==> src/rtl/lsu_mem_ctrl_if.sv <==
// Request/response bus between the CPU datapath and the LSU, and the LSU's
// word-wide data-memory bus.
interface lsu_req_if #(parameter int ADDR_W = 10);
  logic              req_valid;
  logic              req_ready;
  logic              req_we;
  logic [1:0]        req_size;
  logic              req_unsigned;
  logic [ADDR_W-1:0] req_addr;
  logic [31:0]       req_wdata;
  logic              resp_valid;
  logic [31:0]       resp_rdata;
  logic              resp_err;

  modport master (
    output req_valid, req_we, req_size, req_unsigned, req_addr, req_wdata,
    input  req_ready, resp_valid, resp_rdata, resp_err
  );
  modport slave (
    input  req_valid, req_we, req_size, req_unsigned, req_addr, req_wdata,
    output req_ready, resp_valid, resp_rdata, resp_err
  );
endinterface

interface lsu_dm_if #(parameter int ADDR_W = 10);
  logic              dm_Wr;
  logic [1:0]        dm_mode;
  logic              dm_sign;
  logic [ADDR_W-3:0] dm_adr;
  logic [31:0]       dm_wd;
  logic [31:0]       dm_rd;

  modport master (output dm_Wr, dm_mode, dm_sign, dm_adr, dm_wd, input dm_rd);
  modport slave  (input dm_Wr, dm_mode, dm_sign, dm_adr, dm_wd, output dm_rd);
endinterface

==> src/rtl/lsu_mem_ctrl.sv <==
// Load/store initiator: byte-addressed requests in, word-only memory accesses out.
// Sub-word stores are read-modify-write; lane select and extension are done here.
module lsu_mem_ctrl #(
  parameter int ADDR_W          = 10,
  parameter bit ERR_ON_MISALIGN = 1'b1
) (
  input  logic      clk,
  input  logic      reset,
  lsu_req_if.slave  req,
  lsu_dm_if.master  dm
);

  typedef enum logic [2:0] {S_IDLE, S_ACCESS, S_MERGE, S_ERR, S_RESP} state_t;

  state_t            r_state, w_next;
  logic              r_we, r_uns;
  logic [1:0]        r_size;
  logic [ADDR_W-1:0] r_addr;
  logic [31:0]       r_wdata, r_rdata, r_dm_wd;
  logic [ADDR_W-3:0] r_dm_adr;

  logic              w_ready, w_accept, w_misalign, w_err, w_word_store;
  logic [ADDR_W-1:0] w_addr_al;
  logic [7:0]        w_byte;
  logic [15:0]       w_half;
  logic [31:0]       w_ldata, w_merged;

  assign w_ready      = (r_state == S_IDLE) && reset;
  assign w_accept     = req.req_valid && w_ready;
  assign w_word_store = r_we && r_size[1];
  assign w_err        = w_misalign && ERR_ON_MISALIGN;

  always_comb begin
    w_misalign = 1'b0;
    if (req.req_size[1])      w_misalign = |req.req_addr[1:0];
    else if (req.req_size[0]) w_misalign = req.req_addr[0];
  end

  // With errors disabled, misaligned requests fall back to the containing aligned unit.
  always_comb begin
    w_addr_al = req.req_addr;
    if (!ERR_ON_MISALIGN) begin
      if (req.req_size[1])      w_addr_al[1:0] = 2'b00;
      else if (req.req_size[0]) w_addr_al[0]   = 1'b0;
    end
  end

  // Lane extraction for loads and lane insertion for the RMW merge.
  always_comb begin
    case (r_addr[1:0])
      2'd0:    w_byte = dm.dm_rd[7:0];
      2'd1:    w_byte = dm.dm_rd[15:8];
      2'd2:    w_byte = dm.dm_rd[23:16];
      default: w_byte = dm.dm_rd[31:24];
    endcase
    w_half = r_addr[1] ? dm.dm_rd[31:16] : dm.dm_rd[15:0];

    if (r_size[1])      w_ldata = dm.dm_rd;
    else if (r_size[0]) w_ldata = {{16{~r_uns & w_half[15]}}, w_half};
    else                w_ldata = {{24{~r_uns & w_byte[7]}}, w_byte};

    w_merged = dm.dm_rd;
    if (r_size[0]) begin
      if (r_addr[1]) w_merged[31:16] = r_wdata[15:0];
      else           w_merged[15:0]  = r_wdata[15:0];
    end else begin
      case (r_addr[1:0])
        2'd0:    w_merged[7:0]   = r_wdata[7:0];
        2'd1:    w_merged[15:8]  = r_wdata[7:0];
        2'd2:    w_merged[23:16] = r_wdata[7:0];
        default: w_merged[31:24] = r_wdata[7:0];
      endcase
    end
  end

  always_ff @(posedge clk or negedge reset) begin
    if (!reset) r_state <= S_IDLE;
    else        r_state <= w_next;
  end

  always_comb begin
    w_next = r_state;
    case (r_state)
      S_IDLE:   if (w_accept) w_next = w_err ? S_ERR : S_ACCESS;
      S_ACCESS: w_next = (r_we && !r_size[1]) ? S_MERGE : S_RESP;
      S_MERGE:  w_next = S_RESP;
      S_ERR:    w_next = S_IDLE;
      S_RESP:   w_next = S_IDLE;
      default:  w_next = S_IDLE;
    endcase
  end

  // Write enable is decoded from state so an async reset kills it at once.
  always_comb begin
    req.req_ready  = w_ready;
    req.resp_valid = (r_state == S_RESP) || (r_state == S_ERR);
    req.resp_err   = (r_state == S_ERR);
    req.resp_rdata = r_rdata;
    dm.dm_Wr       = ((r_state == S_ACCESS) && w_word_store) || (r_state == S_MERGE);
    dm.dm_mode     = 2'b10;
    dm.dm_sign     = 1'b0;
    dm.dm_adr      = r_dm_adr;
    dm.dm_wd       = r_dm_wd;
  end

  always_ff @(posedge clk or negedge reset) begin
    if (!reset) begin
      r_we     <= 1'b0;
      r_uns    <= 1'b0;
      r_size   <= 2'b00;
      r_addr   <= '0;
      r_wdata  <= '0;
      r_rdata  <= '0;
      r_dm_wd  <= '0;
      r_dm_adr <= '0;
    end else begin
      case (r_state)
        S_IDLE: if (w_accept) begin
          r_we    <= req.req_we;
          r_uns   <= req.req_unsigned;
          r_size  <= req.req_size;
          r_addr  <= w_addr_al;
          r_wdata <= req.req_wdata;
          if (w_err) r_rdata <= '0;
          else begin
            r_dm_adr <= w_addr_al[ADDR_W-1:2];
            if (req.req_we && req.req_size[1]) r_dm_wd <= req.req_wdata;
          end
        end
        S_ACCESS: begin
          if (!r_we)          r_rdata <= w_ldata;
          else if (r_size[1]) r_rdata <= '0;
          else                r_dm_wd <= w_merged;
        end
        S_MERGE: r_rdata <= '0;
        default: ;
      endcase
    end
  end

endmodule
==> src/flat_wrapper.sv <==
// flat-port wrapper written by rule: the top's interface ports become plain ports
module lsu_mem_ctrl_flat 
#(
  parameter int ADDR_W          = 10,
  parameter bit ERR_ON_MISALIGN = 1'b1
)
  (clk, reset, req_req_valid, req_req_we, req_req_size, req_req_unsigned, req_req_addr, req_req_wdata, req_req_ready, req_resp_valid, req_resp_rdata, req_resp_err, dm_dm_Wr, dm_dm_mode, dm_dm_sign, dm_dm_adr, dm_dm_wd, dm_dm_rd);
  lsu_req_if #(.ADDR_W(ADDR_W)) req_i ();
  lsu_dm_if #(.ADDR_W(ADDR_W)) dm_i ();
  input  logic clk;
  input  logic reset;
  input wire logic [$bits(req_i.req_valid)-1:0] req_req_valid;
  input wire logic [$bits(req_i.req_we)-1:0] req_req_we;
  input wire logic [$bits(req_i.req_size)-1:0] req_req_size;
  input wire logic [$bits(req_i.req_unsigned)-1:0] req_req_unsigned;
  input wire logic [$bits(req_i.req_addr)-1:0] req_req_addr;
  input wire logic [$bits(req_i.req_wdata)-1:0] req_req_wdata;
  output wire logic [$bits(req_i.req_ready)-1:0] req_req_ready;
  output wire logic [$bits(req_i.resp_valid)-1:0] req_resp_valid;
  output wire logic [$bits(req_i.resp_rdata)-1:0] req_resp_rdata;
  output wire logic [$bits(req_i.resp_err)-1:0] req_resp_err;
  output wire logic [$bits(dm_i.dm_Wr)-1:0] dm_dm_Wr;
  output wire logic [$bits(dm_i.dm_mode)-1:0] dm_dm_mode;
  output wire logic [$bits(dm_i.dm_sign)-1:0] dm_dm_sign;
  output wire logic [$bits(dm_i.dm_adr)-1:0] dm_dm_adr;
  output wire logic [$bits(dm_i.dm_wd)-1:0] dm_dm_wd;
  input wire logic [$bits(dm_i.dm_rd)-1:0] dm_dm_rd;
  assign req_i.req_valid = req_req_valid;
  assign req_i.req_we = req_req_we;
  assign req_i.req_size = req_req_size;
  assign req_i.req_unsigned = req_req_unsigned;
  assign req_i.req_addr = req_req_addr;
  assign req_i.req_wdata = req_req_wdata;
  assign req_req_ready = req_i.req_ready;
  assign req_resp_valid = req_i.resp_valid;
  assign req_resp_rdata = req_i.resp_rdata;
  assign req_resp_err = req_i.resp_err;
  assign dm_dm_Wr = dm_i.dm_Wr;
  assign dm_dm_mode = dm_i.dm_mode;
  assign dm_dm_sign = dm_i.dm_sign;
  assign dm_dm_adr = dm_i.dm_adr;
  assign dm_dm_wd = dm_i.dm_wd;
  assign dm_i.dm_rd = dm_dm_rd;
  lsu_mem_ctrl #(.ADDR_W(ADDR_W), .ERR_ON_MISALIGN(ERR_ON_MISALIGN)) u_core (.clk(clk), .reset(reset), .req(req_i), .dm(dm_i));
endmodule
==> config.mk <==
export PLATFORM = sky130hd
export DESIGN_NAME = lsu_mem_ctrl_flat
export DESIGN_NICKNAME = d
export VERILOG_FILES = /design/src/rtl/lsu_mem_ctrl_if.sv /design/src/rtl/lsu_mem_ctrl.sv /design/src/flat_wrapper.sv
export SDC_FILE = /design/constraint.sdc
export NUM_CORES = 1
export LEC_CHECK = 0
export BUFFER_PORTS_ARGS = -buffer_cell sky130_fd_sc_hd__buf_2
export CORE_MARGIN = 10
export CORE_UTILIZATION = 53
export DETAILED_ROUTE_END_ITERATION = 6
export PLACE_DENSITY_LB_ADDON = 0.15
export SYNTH_ARGS = -nofsm -noshare
export SYNTH_HDL_FRONTEND = slang
export SYNTH_SLANG_ARGS = --single-unit
==> constraint.sdc <==
create_clock -name clk -period 2.3 [get_ports clk]
set_input_delay 0.46 -clock clk [delete_from_list [all_inputs] [get_ports clk]]
set_output_delay 0.46 -clock clk [all_outputs]
set_load 0.01 [all_outputs]
**Yosys cells after proc, flatten, opt, wreduce, memory -nomap -nowiden**

Cells that the tools add are included.

- Eq/ne operators: 13
- Mux-type cells: 28
- Bitwise gates (word level): 4
- Reductions and logical operators: 19

Operators by type and width:

| operator | number |
|---|---|
| $mux W32 | 12 |
| $pmux W32 S3 | 1 |
| $pmux W32 S2 | 1 |
| $mux W16 | 3 |
| $mux W8 | 4 |
| $pmux W8 S3 | 1 |
| $pmux W3 S3 | 1 |
| $eq A3 B2 Y1 const B | 2 |
| $logic_and A1 B1 Y1 | 6 |
| $mux W3 | 2 |
| $ne A2 B1 Y1 const B | 3 |
| $ne A2 B2 Y1 const B | 3 |
| $reduce_and A6 Y1 | 1 |
| $reduce_and A4 Y1 | 1 |
| $eq A3 B1 Y1 const B | 1 |
| $eq A3 B3 Y1 const B | 1 |
| $logic_not A3 Y1 | 1 |
| $ne A3 B3 Y1 const B | 1 |
| $reduce_and A3 Y1 | 1 |
| $reduce_bool A3 Y1 | 1 |
| $reduce_or A3 Y1 | 1 |
| $and A1 B1 Y1 | 2 |
| $eq A2 B1 Y1 const B | 1 |
| $eq A2 B2 Y1 const B | 1 |
| 9 further kinds | 12 |

- Register bits after elaboration: 97
- Input bits: 81
- Output and inout port bits: 79
- Word-level logic and storage cells: 73

**Longest topological paths before layout**

- Depth in word-level cells: 7
- Depth in mapped cells: 7
- Mapped depth without buffers: 4

**Least setup slack after synthesis**

No wires, ideal clock.

- Kind: register to register
- Start point: register u_core.r_state[1]
- End point: register u_core.r_dm_wd[14] (netlist: u_core.dm.dm_wd[14])
- Library setup time: 125 ps
- Data arrival time: 1,816 ps
- Required time: 2,175 ps
- Setup slack: 359 ps
- Cell stages (with the launch flop): 7
- Path buffers: 2
- Clock period less this slack: 1,941 ps
- Cells stage by stage: dfrtp_1 > buf_6 > nor3_4 > o2111ai_4 > a22oi_2 > buf_6 > mux2_2

- Cells in the longest elaborated chain, start to end: 5

RTL lines:

| element | RTL line | RTL |
|---|---|---|
| start: declaration | lsu_mem_ctrl.sv:15 | `state_t r_state, w_next;` |
| start signal: assignment | lsu_mem_ctrl.sv:78 | `else r_state <= w_next;` |
| $logic_not A3 Y1 | lsu_mem_ctrl.sv:28, lsu_mem_ctrl.sv:117 |  |
| $logic_and A1 B1 Y1 | lsu_mem_ctrl.sv:28 | `assign w_ready = (r_state == S_IDLE) && reset;` |
| $logic_and A1 B1 Y1 | lsu_mem_ctrl.sv:29 | `assign w_accept = req.req_valid && w_ready;` |
| $ne A2 B1 Y1 (no line) | n/a |  |
| $reduce_and A6 Y1 (no line) | n/a |  |
| end signal: assignment | lsu_mem_ctrl.sv:127 | `if (req.req_we && req.req_size[1]) r_dm_wd <= req.req_wdata;` |
| end signal: assignment | lsu_mem_ctrl.sv:133 | `else r_dm_wd <= w_merged;` |
| end: declaration | lsu_mem_ctrl.sv:19 | `logic [31:0] r_wdata, r_rdata, r_dm_wd;` |

Several ways; a longest one is shown, not always the timed one.
A chain may end at the register's enable or synchronous reset.

**Worst setup path in the final report**

- Start point: input reset
- End point: register u_core.r_rdata[19] (netlist: u_core.req.resp_rdata[19])

- Cells in the longest elaborated chain, start to end: 4

RTL lines:

| element | RTL line | RTL |
|---|---|---|
| start: declaration | flat_wrapper.sv:11 | `input logic reset;` |
| $logic_and A1 B1 Y1 | lsu_mem_ctrl.sv:28 |  |
| $logic_and A1 B1 Y1 | lsu_mem_ctrl.sv:29 |  |
| $ne A2 B1 Y1 (no line) | n/a |  |
| $reduce_and A4 Y1 (no line) | n/a |  |
| end signal: assignment | lsu_mem_ctrl.sv:131 | `if (!r_we) r_rdata <= w_ldata;` |
| end: declaration | lsu_mem_ctrl.sv:19 |  |

No other way between the ends.

==> flow_summary_export.csv <==
group,metric,value,unit
run_status,outcome,"complete, no violations",
critical_path,max_stage_delay,0.52,ns
routing,drt-wirelength-per-cell,21.65,um
power_and_ir_drop,ir_drop,0.0005895,V
job,maxCapViolCount,0,
critical_path,path_buf_inv,3,
min_path,worstHoldPathType,"in -> reg",
routing,met1Wirelength,7370,um
power_and_ir_drop,p_total,8643,uW
clock_network,cts.sinks,97,
critical_path,critPathKind,"in -> reg",
sta,setup_violations,0,
synth,synth_cells,519,
routing,top_layer_used,"met4",
synth,synth-seq-cells,97,
sta,rsz0062_at_grt,"false",
synth,synth_area,0.005519,sq mm
synth,yosys.cell_types.count,47,
routing,drtPass1Iterations,6,
clock_network,clkLatencyLatePin,0.37,ns
critical_path,rrSetupSlack,0.27,ns
final_layout,drive_gt1_share,39.36,%
sta,fmaxAchievable,489.5,MHz
global_routing,overflow,0,
routing,drtIter0Drc,524,
critical_path,worstPathArrival,2.30,ns
routing,antenna_left,0,
final_layout,seq_area,0.002429,sq mm
sta,fin_crit_sh,88.82,%
critical_path,reg2reg_to,"u_core.dm.dm_wd[23]",
routing,via_count,4841,
clock_network,cts_tree,"built",
synth,async_flop_share,100.0,%
min_path,hp-start,"req_req_addr[8]",
die,die_h,122.0,um
routing,drc,0,
clock_network,htree_levels,3,
power_and_ir_drop,powerDensity,1313,mW/mm^2
sta,fin_worst_skew,0.01195,ns
global_routing,gr-usage-all-layers,22.68,%
global_routing,grt_pass1_wl,26790,um
critical_path,end_kind,"flip-flop",
final_layout,final_cell_area,0.006584,sq mm
placement,dp_hpwl,12700,um
critical_path,cp_common_cell,"buf_4",
routing,routed_wirelength,17210,um
critical_path,path_cells,"dlygate4sd3_1, buf_4, nand2_1, o31ai_1, nand3b_1, buf_4, a221o_1",
critical_path,slowest_stage,"dlygate4sd3_1",
sta,drv_slew,0,
sta,hold_viol_final,0,
sta,fin_crit,2.043,ns
die,initial_core_util,53.94,%
synth,ys.flop_type,"dfrtp_1",
die,num_rows,37,
sta,tns,0,ns
final_layout,final_core_util,64.35,%
sta,worstMarginPinSlew,0.7491,ns
synth,synth_area_per_cell,10.63,sq um
global_routing,grt_max_degree,90,
synth,yosysSeqAreaShare,43.98,%
final_layout,fillers,842,
critical_path,worstPathRequired,2.56,ns
placement,port_buffers,156,
synth,synth-edff-count,0,
placement,place_congestion,0.8941,
global_routing,antenna_found_initial,1,
die,die_area,0.01490,sq mm
power_and_ir_drop,p_leak,0.003169,uW
die,die_w,122.0,um
routing,wl_met3,1472,um
clock_network,clk_pin_slew_worst_paths,0.09,ns
routing,met2WireLength,8160,um
final_layout,area_growth_syn_to_layout,19.29,%
min_path,hold_end,"u_core.dm.dm_adr[6]",
final_layout,final_nets,734,
synth,synth_warnings,0,
sta,fin_ws,0.2572,ns
clock_network,root_buffer,"clkbuf_8",
die,core,0.01023,sq mm
critical_path,critPathTopFamily,"buffers and inverters",
placement,placed_cell_area,0.006380,sq mm
critical_path,crit_fanout,32,
critical_path,cp-start-kind,"input pin",
sta,relSlewSlack,50.00,%
clock_network,clk_path_buf_depth,2,
global_routing,grt_pass1_vias,4796,
die,io_pins,160,
min_path,hold_path_depth,2,
clock_network,cts_buffers,9,
critical_path,r2r-start,"u_core.r_state[1]",
routing,viasPerCell,6.089,
critical_path,ff2ff_path_depth,5,
final_layout,multi_input_area,0.002829,sq mm
placement,preCtsSetupSlack,0.1606,ns
-- power by group --
group	internal [uW]	leakage (uW)	switching [uW]
Combinational	2030	0.00186	2290
Sequential	2520	0.00121	688
Clock	531	0.0000974	582
-- cells by family after synthesis --
logic type      synth area share [%]
other cells                   0.1361
compound gates                 19.68
flops                          43.98
buf+inv                        4.874
mux                            17.73
simple gates                   13.60
-- cell type report --
type	count	area share [%]
Multi-Input combinational cell	367	42.97
Sequential cell	97	36.89
Timing Repair Buffer	175	14.48
Tap cell	136	2.585
Clock buffer	13	2.262
Clock inverter	3	0.6081
Inverter	3	0.1710
Antenna cell	1	0.03801
-- synthesized netlist by cell type, types with 14 or more instances --
cell type / number / area (sq um)
dfrtp_1: 97 / 2427
nand3_1: 17 / 85.08
a31oi_1: 16 / 100.1
mux2i_1: 19 / 190.2
o21ai_0: 25 / 125.1
mux2_2: 63 / 709.4
a221o_1: 19 / 190.2
a21oi_1: 19 / 95.09
clkbuf_1: 30 / 112.6
nand2_1: 30 / 112.6
and3b_1: 14 / 122.6
nor2_1: 23 / 86.33
-- how the worst max path moves through the flow --
stage | from | slack [ns] | cells past startpoint | to
after floorplan | u_core.r_state[1] | 0.36 | 6 | u_core.dm.dm_wd[14]
after global placement | u_core.r_addr[0] | 0.29 | 5 | u_core.dm.dm_wd[16]
after detailed placement | u_core.r_addr[0] | 0.16 | 5 | u_core.dm.dm_wd[4]
after CTS | u_core.r_addr[0] | 0.15 | 5 | u_core.dm.dm_wd[4]
after global routing | u_core.r_state[1] | 0.15 | 5 | u_core.dm.dm_wd[11]
final | reset | 0.26 | 7 | u_core.req.resp_rdata[19]
-- worst register-to-register path, cell delays in order, from the launching register on --
cell       delay [ns]
dfrtp_1          0.55
nor3_4           0.34
o2111ai_4        0.16
a22oi_2          0.25
buf_12           0.25
mux2_2           0.38
-- layer usage --
layer,vias up,track usage [%]
met3,20,5.735
li1,2211,-
met1,2391,30.12
met4,0,6.185
met2,219,36.00
met5,-,0
-- registers in the layout (all words and copies together), names as in the netlist --
name                   cells
u_core.dm.dm_wd           32
u_core.req.resp_rdata     32
u_core.r_wdata            16
u_core.dm.dm_adr           8
u_core.r_state             3
u_core.r_addr              2
u_core.r_size              2
u_core.r_uns               1
u_core.r_we                1
-- metrics by stage --
stage	hold slack, ns	std cells
after CTS	0.3156	794
after global routing	0.3023	795
after detailed placement	0.3276	777
final	0.3249	795
after floorplan	0.1644	520
after global placement	0.3203	777
-- cells in the final DEF, fill, tap and decap left out, types with 14 or more instances in the layout --
cell type	n
a21oi_1	19
nand3_1	17
mux2_2	63
buf_4	17
o21ai_0	25
nand2_1	30
mux2i_1	19
buf_2	155
a221o_1	19
dfrtp_1	96
and3b_1	14
nor2_1	23
a31oi_1	16
-- what timing repair did --
item	in CTS	in global routing
hold endpoints to repair	8	0
hold buffers	1	0
gates resized for setup	0	1
endpoints found under the setup margin	0	13
buffers inserted	0	0
(Power assumes the default switching activity.)
